[src/rtl/mac_pkg.sv]
// Shared definitions for the matrix-multiply issue block: FSM states and
// width helpers for addresses and the full-width product.
package mac_pkg;

    typedef enum logic [1:0] {
        ST_IDLE  = 2'd0,
        ST_ISSUE = 2'd1,
        ST_DRAIN = 2'd2,
        ST_DONE  = 2'd3
    } mac_state_t;

    localparam int DEF_DIM = 4;
    localparam int DEF_DW  = 32;

    // A bound of 1 still needs a one-bit address port.
    function automatic int addr_w(input int bound);
        return (bound > 1) ? $clog2(bound) : 1;
    endfunction

    function automatic int prod_w(input int dw);
        return 2 * dw;
    endfunction

endpackage

[src/rtl/mac_addr_counter.sv]
// Nested i/j/k index counter: k innermost, then j, then i, each wrapping at
// its bound-1 and carrying outward. last flags the final (M-1,N-1,K-1) point.
module mac_addr_counter
    import mac_pkg::*;
#(
    parameter int M = 4,
    parameter int K = 4,
    parameter int N = 4
) (
    input  logic                 clk,
    input  logic                 resetn,
    input  logic                 enable,
    output logic [addr_w(M)-1:0] i,
    output logic [addr_w(N)-1:0] j,
    output logic [addr_w(K)-1:0] k,
    output logic                 last
);

    localparam int AW_M = addr_w(M);
    localparam int AW_N = addr_w(N);
    localparam int AW_K = addr_w(K);
    localparam logic LAST_AT_ZERO = ((M == 1) && (N == 1) && (K == 1)) ? 1'b1 : 1'b0;

    logic [AW_M-1:0] i_nxt_s;
    logic [AW_N-1:0] j_nxt_s;
    logic [AW_K-1:0] k_nxt_s;
    logic            last_nxt_s;
    logic            i_wrap_s;
    logic            j_wrap_s;
    logic            k_wrap_s;

    assign i_wrap_s = (i == AW_M'(M - 1));
    assign j_wrap_s = (j == AW_N'(N - 1));
    assign k_wrap_s = (k == AW_K'(K - 1));

    // Next-index computation with ripple carry k -> j -> i
    always_comb begin
        i_nxt_s = i;
        j_nxt_s = j;
        k_nxt_s = k;
        if (enable) begin
            if (k_wrap_s) begin
                k_nxt_s = {AW_K{1'b0}};
                if (j_wrap_s) begin
                    j_nxt_s = {AW_N{1'b0}};
                    if (i_wrap_s) begin
                        i_nxt_s = {AW_M{1'b0}};
                    end else begin
                        i_nxt_s = i + AW_M'(1);
                    end
                end else begin
                    j_nxt_s = j + AW_N'(1);
                end
            end else begin
                k_nxt_s = k + AW_K'(1);
            end
        end else begin
            k_nxt_s = k;
        end
        last_nxt_s = (i_nxt_s == AW_M'(M - 1)) && (j_nxt_s == AW_N'(N - 1)) &&
                     (k_nxt_s == AW_K'(K - 1));
    end

    // Index and last-point registers
    always_ff @(posedge clk or negedge resetn) begin
        if (!resetn) begin
            i    <= {AW_M{1'b0}};
            j    <= {AW_N{1'b0}};
            k    <= {AW_K{1'b0}};
            last <= LAST_AT_ZERO;
        end else begin
            i    <= i_nxt_s;
            j    <= j_nxt_s;
            k    <= k_nxt_s;
            last <= last_nxt_s;
        end
    end

endmodule

[src/rtl/mac_mult_issue.sv]
// Issues A/B read addresses in (i,j,k) order and multiplies the returned
// elements; optional signed multiply selected by MAC_MULT_ISSUE_SIGNED_EN.
module mac_mult_issue
    import mac_pkg::*;
#(
    parameter int M                      = DEF_DIM,
    parameter int K                      = DEF_DIM,
    parameter int N                      = DEF_DIM,
    parameter int DATA_WIDTH_INIT_MATRIX = DEF_DW
) (
    input  logic                                  clk,
    input  logic                                  resetn,
    input  logic                                  start,
    input  logic                                  stall_in,
    output logic [addr_w(M)-1:0]                  row_addr_a,
    output logic [addr_w(K)-1:0]                  col_addr_a,
    output logic [addr_w(K)-1:0]                  row_addr_b,
    output logic [addr_w(N)-1:0]                  col_addr_b,
    input  logic [DATA_WIDTH_INIT_MATRIX-1:0]     data_in_a,
    input  logic [DATA_WIDTH_INIT_MATRIX-1:0]     data_in_b,
    output logic [prod_w(DATA_WIDTH_INIT_MATRIX)-1:0] product_reg,
    output logic [addr_w(M)-1:0]                  matrix_a_row_addr_counter_reg,
    output logic [addr_w(K)-1:0]                  matrix_a_col_addr_counter_reg,
    output logic [addr_w(K)-1:0]                  matrix_b_row_addr_counter_reg,
    output logic [addr_w(N)-1:0]                  matrix_b_col_addr_counter_reg,
    output logic                                  mult_done_reg,
    output logic                                  busy,
    output logic                                  done
);

    localparam int DW   = DATA_WIDTH_INIT_MATRIX;
    localparam int PW   = prod_w(DW);
    localparam int AW_M = addr_w(M);
    localparam int AW_N = addr_w(N);
    localparam int AW_K = addr_w(K);

    mac_state_t      state_r;
    logic [AW_M-1:0] cnt_i_s;
    logic [AW_N-1:0] cnt_j_s;
    logic [AW_K-1:0] cnt_k_s;
    logic            cnt_last_s;
    logic            issue_s;

    logic            v0_r;
    logic            v1_r;
    logic [AW_M-1:0] t1_i_r;
    logic [AW_K-1:0] t1_ka_r;
    logic [AW_K-1:0] t1_kb_r;
    logic [AW_N-1:0] t1_j_r;

    logic            hold_vld_r;
    logic [DW-1:0]   hold_a_r;
    logic [DW-1:0]   hold_b_r;
    logic [DW-1:0]   op_a_s;
    logic [DW-1:0]   op_b_s;
    logic [PW-1:0]   ext_a_s;
    logic [PW-1:0]   ext_b_s;
    logic [PW-1:0]   prod_s;

    assign issue_s = (state_r == ST_ISSUE) && !stall_in;

    mac_addr_counter #(
        .M (M),
        .K (K),
        .N (N)
    ) u_cnt (
        .clk    (clk),
        .resetn (resetn),
        .enable (issue_s),
        .i      (cnt_i_s),
        .j      (cnt_j_s),
        .k      (cnt_k_s),
        .last   (cnt_last_s)
    );

    // Pass sequencing with registered busy/done
    always_ff @(posedge clk or negedge resetn) begin
        if (!resetn) begin
            state_r <= ST_IDLE;
            busy    <= 1'b0;
            done    <= 1'b0;
        end else begin
            case (state_r)
                ST_IDLE: begin
                    done <= 1'b0;
                    if (start) begin
                        state_r <= ST_ISSUE;
                        busy    <= 1'b1;
                    end else begin
                        busy    <= 1'b0;
                    end
                end
                ST_ISSUE: begin
                    busy <= 1'b1;
                    done <= 1'b0;
                    if (issue_s && cnt_last_s) begin
                        state_r <= ST_DRAIN;
                    end else begin
                        state_r <= ST_ISSUE;
                    end
                end
                ST_DRAIN: begin
                    if (!stall_in && !v0_r && !v1_r) begin
                        state_r <= ST_DONE;
                        busy    <= 1'b0;
                        done    <= 1'b1;
                    end else begin
                        busy    <= 1'b1;
                        done    <= 1'b0;
                    end
                end
                ST_DONE: begin
                    state_r <= ST_IDLE;
                    busy    <= 1'b0;
                    done    <= 1'b0;
                end
                default: begin
                    state_r <= ST_IDLE;
                    busy    <= 1'b0;
                    done    <= 1'b0;
                end
            endcase
        end
    end

    // Address stage: addresses stay put whenever nothing new is issued
    always_ff @(posedge clk or negedge resetn) begin
        if (!resetn) begin
            row_addr_a <= {AW_M{1'b0}};
            col_addr_a <= {AW_K{1'b0}};
            row_addr_b <= {AW_K{1'b0}};
            col_addr_b <= {AW_N{1'b0}};
            v0_r       <= 1'b0;
        end else if (issue_s) begin
            row_addr_a <= cnt_i_s;
            col_addr_a <= cnt_k_s;
            row_addr_b <= cnt_k_s;
            col_addr_b <= cnt_j_s;
            v0_r       <= 1'b1;
        end else if (!stall_in) begin
            v0_r       <= 1'b0;
        end else begin
            v0_r       <= v0_r;
        end
    end

    // Data stage: tags travel alongside the memory read latency
    always_ff @(posedge clk or negedge resetn) begin
        if (!resetn) begin
            v1_r    <= 1'b0;
            t1_i_r  <= {AW_M{1'b0}};
            t1_ka_r <= {AW_K{1'b0}};
            t1_kb_r <= {AW_K{1'b0}};
            t1_j_r  <= {AW_N{1'b0}};
        end else if (!stall_in) begin
            v1_r    <= v0_r;
            t1_i_r  <= row_addr_a;
            t1_ka_r <= col_addr_a;
            t1_kb_r <= row_addr_b;
            t1_j_r  <= col_addr_b;
        end else begin
            v1_r    <= v1_r;
        end
    end

    // On stall entry the memory starts returning the next address's data,
    // so the data belonging to the frozen data stage is captured here.
    always_ff @(posedge clk or negedge resetn) begin
        if (!resetn) begin
            hold_vld_r <= 1'b0;
            hold_a_r   <= {DW{1'b0}};
            hold_b_r   <= {DW{1'b0}};
        end else if (stall_in && !hold_vld_r) begin
            hold_vld_r <= 1'b1;
            hold_a_r   <= data_in_a;
            hold_b_r   <= data_in_b;
        end else if (!stall_in) begin
            hold_vld_r <= 1'b0;
        end else begin
            hold_vld_r <= hold_vld_r;
        end
    end

    // Operand select and full-width multiply
    always_comb begin
        if (hold_vld_r) begin
            op_a_s = hold_a_r;
            op_b_s = hold_b_r;
        end else begin
            op_a_s = data_in_a;
            op_b_s = data_in_b;
        end
`ifdef MAC_MULT_ISSUE_SIGNED_EN
        ext_a_s = {{DW{op_a_s[DW-1]}}, op_a_s};
        ext_b_s = {{DW{op_b_s[DW-1]}}, op_b_s};
`else
        ext_a_s = {{DW{1'b0}}, op_a_s};
        ext_b_s = {{DW{1'b0}}, op_b_s};
`endif
        prod_s = ext_a_s * ext_b_s;
    end

    // Product stage: product and tags change only with a valid product
    always_ff @(posedge clk or negedge resetn) begin
        if (!resetn) begin
            product_reg                   <= {PW{1'b0}};
            matrix_a_row_addr_counter_reg <= {AW_M{1'b0}};
            matrix_a_col_addr_counter_reg <= {AW_K{1'b0}};
            matrix_b_row_addr_counter_reg <= {AW_K{1'b0}};
            matrix_b_col_addr_counter_reg <= {AW_N{1'b0}};
            mult_done_reg                 <= 1'b0;
        end else if (!stall_in) begin
            mult_done_reg <= v1_r;
            if (v1_r) begin
                product_reg                   <= prod_s;
                matrix_a_row_addr_counter_reg <= t1_i_r;
                matrix_a_col_addr_counter_reg <= t1_ka_r;
                matrix_b_row_addr_counter_reg <= t1_kb_r;
                matrix_b_col_addr_counter_reg <= t1_j_r;
            end else begin
                product_reg <= product_reg;
            end
        end else begin
            mult_done_reg <= mult_done_reg;
        end
    end

endmodule

[config.mk]
export PLATFORM = sky130hd
export DESIGN_NAME = mac_mult_issue
export DESIGN_NICKNAME = d
export VERILOG_FILES = /design/src/rtl/mac_pkg.sv /design/src/rtl/mac_addr_counter.sv /design/src/rtl/mac_mult_issue.sv
export SDC_FILE = /design/constraint.sdc
export NUM_CORES = 2
export LEC_CHECK = 0
export ABC_AREA = 0
export CORE_MARGIN = 2
export CORE_UTILIZATION = 47
export CTS_CLUSTER_SIZE = 24
export DETAILED_ROUTE_END_ITERATION = 8
export PLACE_DENSITY_LB_ADDON = 0.08
export SETUP_SLACK_MARGIN = 0.5
export SYNTH_ARGS = -nofsm -noshare
export SYNTH_HDL_FRONTEND = slang
export SYNTH_SLANG_ARGS = --single-unit
export TNS_END_PERCENT = 50
[constraint.sdc]
create_clock -name clk -period 19.6 [get_ports clk]
set_input_delay 5.88 -clock clk [delete_from_list [all_inputs] [get_ports clk]]
set_output_delay 5.88 -clock clk [all_outputs]
set_load 0.005 [all_outputs]
==> reports/results.tsv <==
stage	metric	value	unit
outcome	status	finished clean	
sta	final_hold_viol_count	0	
floorplanning	io_pins	151	
clocking	clockBufferDepth	2	
logic_synthesis	synth_ff_type	dfrtp_1	
logic_synthesis	yosysTopAreaCell	fa_1	
worst_setup_path	worst-endpoint-required	19.93	ns
detailed_routing	dr.pass1.iters	6	
worst_setup_path	setup.worst_path.start_class	primary input	
worst_setup_path	cpPeakStageDelay	0.91	ns
final_layout	largest_reg_flops	64	
final_layout	final_cells	5360	
clocking	hold_buffers	0	
place	dp_hpwl	104000	µm
clocking	path_clk_slew	0.07	ns
global_route	gr-usage-all-layers	32.2	%
final_layout	seq_area	4030	µm²
place	place_congestion	0.932	
logic_synthesis	synth_edf_count	0	
floorplanning	die_area	85900	µm²
worst_setup_path	setup.worst_path.class	primary input to flop	
sta	tightest_slew	1.17	ns
sta	rsz0062_at_grt	false	
final_layout	area_delta_synth_final	8.45	%
sta	setup_viol	0	
final_layout	drive_above_1_share	7.37	%
logic_synthesis	synth.top_cell.area_share	45.7	%
sta	max_freq	71.3	MHz
final_layout	layout_commonest_cell	fa_1	
worst_setup_path	path_common_cell	fa_1	
logic_synthesis	postSynth.asyncResetShare	100	%
place	io_buffers	150	
sta	slew_headroom	20.1	%
final_layout	final_cell_mix	896 x fa_1, 861 x inv_1, 635 x nor2_1, 554 x nand2_1, 266 x ha_1	
logic_synthesis	syn_avg_cell_area	9.23	µm²
clocking	cts-root-buf	clkbuf_16	
final_layout	nFillCells	7751	
worst_setup_path	cp-end-kind	flop	
clocking	cts_max_level	4	
detailed_routing	drtIter0Drc	2403	
logic_synthesis	yosys_warnings	0	
detailed_routing	vias	29908	
logic_synthesis	synth_area	39300	µm²
global_route	grt_pass1_vias	31236	
worst_setup_path	worst_ep_arrival_time	14.35	ns
logic_synthesis	mappedNetlistNets	5484	
sta	setup_tns	0	ns
clocking	postCtsSetupBuffers	0	
sta	layout_min_cycle_time	14.02	ns
clocking	cts_made_buffers	17	
detailed_routing	finalWirelength	133000	µm
global_route	grt_start_max_net_pins	113	
flow_run	cap_violations	0	
floorplanning	start_util	47.7	%
worst_setup_path	cp_max_fo	20	
detailed_routing	antenna_left	0	
logic_synthesis	yosysUniqueCellTypes	71	
sta	post-route-period-util	71.5	%
global_route	grt_pass1_wl	202000	µm
sta	fin_worst_skew	0.0324	ns
logic_synthesis	netlist_instances	4254	
logic_synthesis	ys_seq_area_share	10.3	%
worst_setup_path	crit_slowest_cell	mux2i_4	
worst_setup_path	crit_chain	clkdlybuf4s50_1, mux2i_4, nor2_1, fa_1, inv_1, fa_1, inv_1, fa_1, fa_1, fa_1, fa_1, fa_1, fa_1, ha_1, nand4_1, nor2_1, inv_1, nor4b_1, o21a_1, nor3_1, o31ai_1, xnor2_1, o21ai_0	
worst_hold_path	hold_path_class	flop to flop	
logic_synthesis	ys_ff_latch	161	
floorplanning	row_count	105	
detailed_routing	via_per_inst	5.58	
detailed_routing	drc_errors	0	
final_layout	multi_input_area	31300	µm²
clocking	cts_tree	yes	
clocking	cts_resized	0	
detailed_routing	avgRoutedWirePerCell	24.8	µm
floorplanning	die_width	293	µm
global_route	overflow	0	
clocking	insertion_delay	0.52	ns
final_layout	fin_nets	5505	
floorplanning	core	82400	µm²
clocking	clock-sinks	161	
global_route	antenna_found_initial	3	
logic_synthesis	synthTopCellsByArea	fa_1 46%, dfrtp_1 10%, ha_1 8.5%, inv_1 8.2%, nor2_1 6.1%	
floorplanning	die_y	293	µm
sta	slew_violations	0	
place	dp.cells	5326	
worst max-delay path: cells and delay by family:
family	cells	cell delay (ns)
compound gates	3	0.76
simple gates	5	1.34
mux	1	0.91
fa+ha+maj	9	4.56
xor+xnor	1	0.18
buf+inv	4	0.69
stage by stage:
step                      cell area (µm²)  util (%)  hold WS (ns)  setup slack (ns)
after global placement              42000      51.0         0.450              5.21
after detailed placement            42000      51.0         0.454              5.18
after floorplan                     39300         -         0.433              6.28
after global routing                42600      51.7         0.497              5.34
after CTS                           42600      51.7         0.473              5.70
final                               42600      51.7         0.470              5.58
cell families (layout without fill, tap and decap cells):
group | count (synthesis) | count (layout) | synth area share (%)
other | 0 | 2 | 0
buffers and inverters | 1079 | 1113 | 10.6
muxes | 207 | 207 | 5.73
AOI/OAI and AO/OA | 290 | 290 | 4.87
and+or+nand+nor | 1304 | 1304 | 13.2
xor gates and xnor gates | 51 | 51 | 1.14
DFF | 161 | 161 | 10.3
adders and majority gates | 1162 | 1162 | 54.2
synthesized netlist by cell type, types with 3 or more instances:
library cell / n
nor3_1: 10
mux2i_1: 65
a211oi_1: 3
inv_1: 861
a21oi_1: 75
buf_4: 8
a31oi_1: 5
or2_2: 5
or3_1: 8
ha_1: 266
o21bai_1: 18
buf_1: 12
o2111ai_1: 3
a311o_1: 3
xnor2_1: 33
nand2_1: 554
o2111a_1: 3
clkbuf_8: 5
nand2b_1: 16
clkbuf_1: 187
o21a_1: 8
nor4_1: 3
and2_1: 4
fa_1: 896
and4_1: 4
nand3_1: 15
xor2_1: 18
mux2_2: 142
a211o_1: 3
o211ai_1: 8
nor2b_1: 5
a221o_1: 7
a21o_1: 41
a21boi_0: 7
o21ai_0: 75
and3_1: 11
o31ai_1: 8
nand4_1: 24
nor2_1: 635
dfrtp_1: 161
metal layers:
metal / global-route usage [%] / vias up / part of all wire (%)
met5: 0 / - / 0.0098
met4: 14.4 / 2 / 5.1
met3: 6.32 / 260 / 7.8
met2: 50.8 / 1212 / 46
met1: 43.2 / 15652 / 41
li1: - / 12782 / -
final timing paths:
| kind | cells after the start | slack, ns | end | start |
|---|---|---|---|---|
| min in group asynchronous | 1 | 5.28 | u_cnt.k[1] | resetn |
| worst min register to register | 2 | 0.47 | matrix_b_row_addr_counter_reg[0] | t1_kb_r[0] |
| worst max register to register | 23 | 9.73 | product_reg[51] | hold_vld_r |
| worst max-delay path | 23 | 5.58 | product_reg[51] | data_in_a[8] |
| max in group asynchronous | 3 | 12.28 | hold_a_r[17] | resetn |
| worst min-delay path | 2 | 0.47 | matrix_b_row_addr_counter_reg[0] | t1_kb_r[0] |
area by class of cell:
type                       count  area share, %
antenna                        2         0.0118
clock buffer                  17          0.999
clock inverter                15          0.406
inverter                     862           7.60
multi-input combinational   3014           73.6
sequential                   161           9.47
tap                         1070           3.14
timing repair buffer         219           4.75
Power is not shown: default switching activity piles up to over one toggle a cycle in this logic, so the estimate is an artifact.
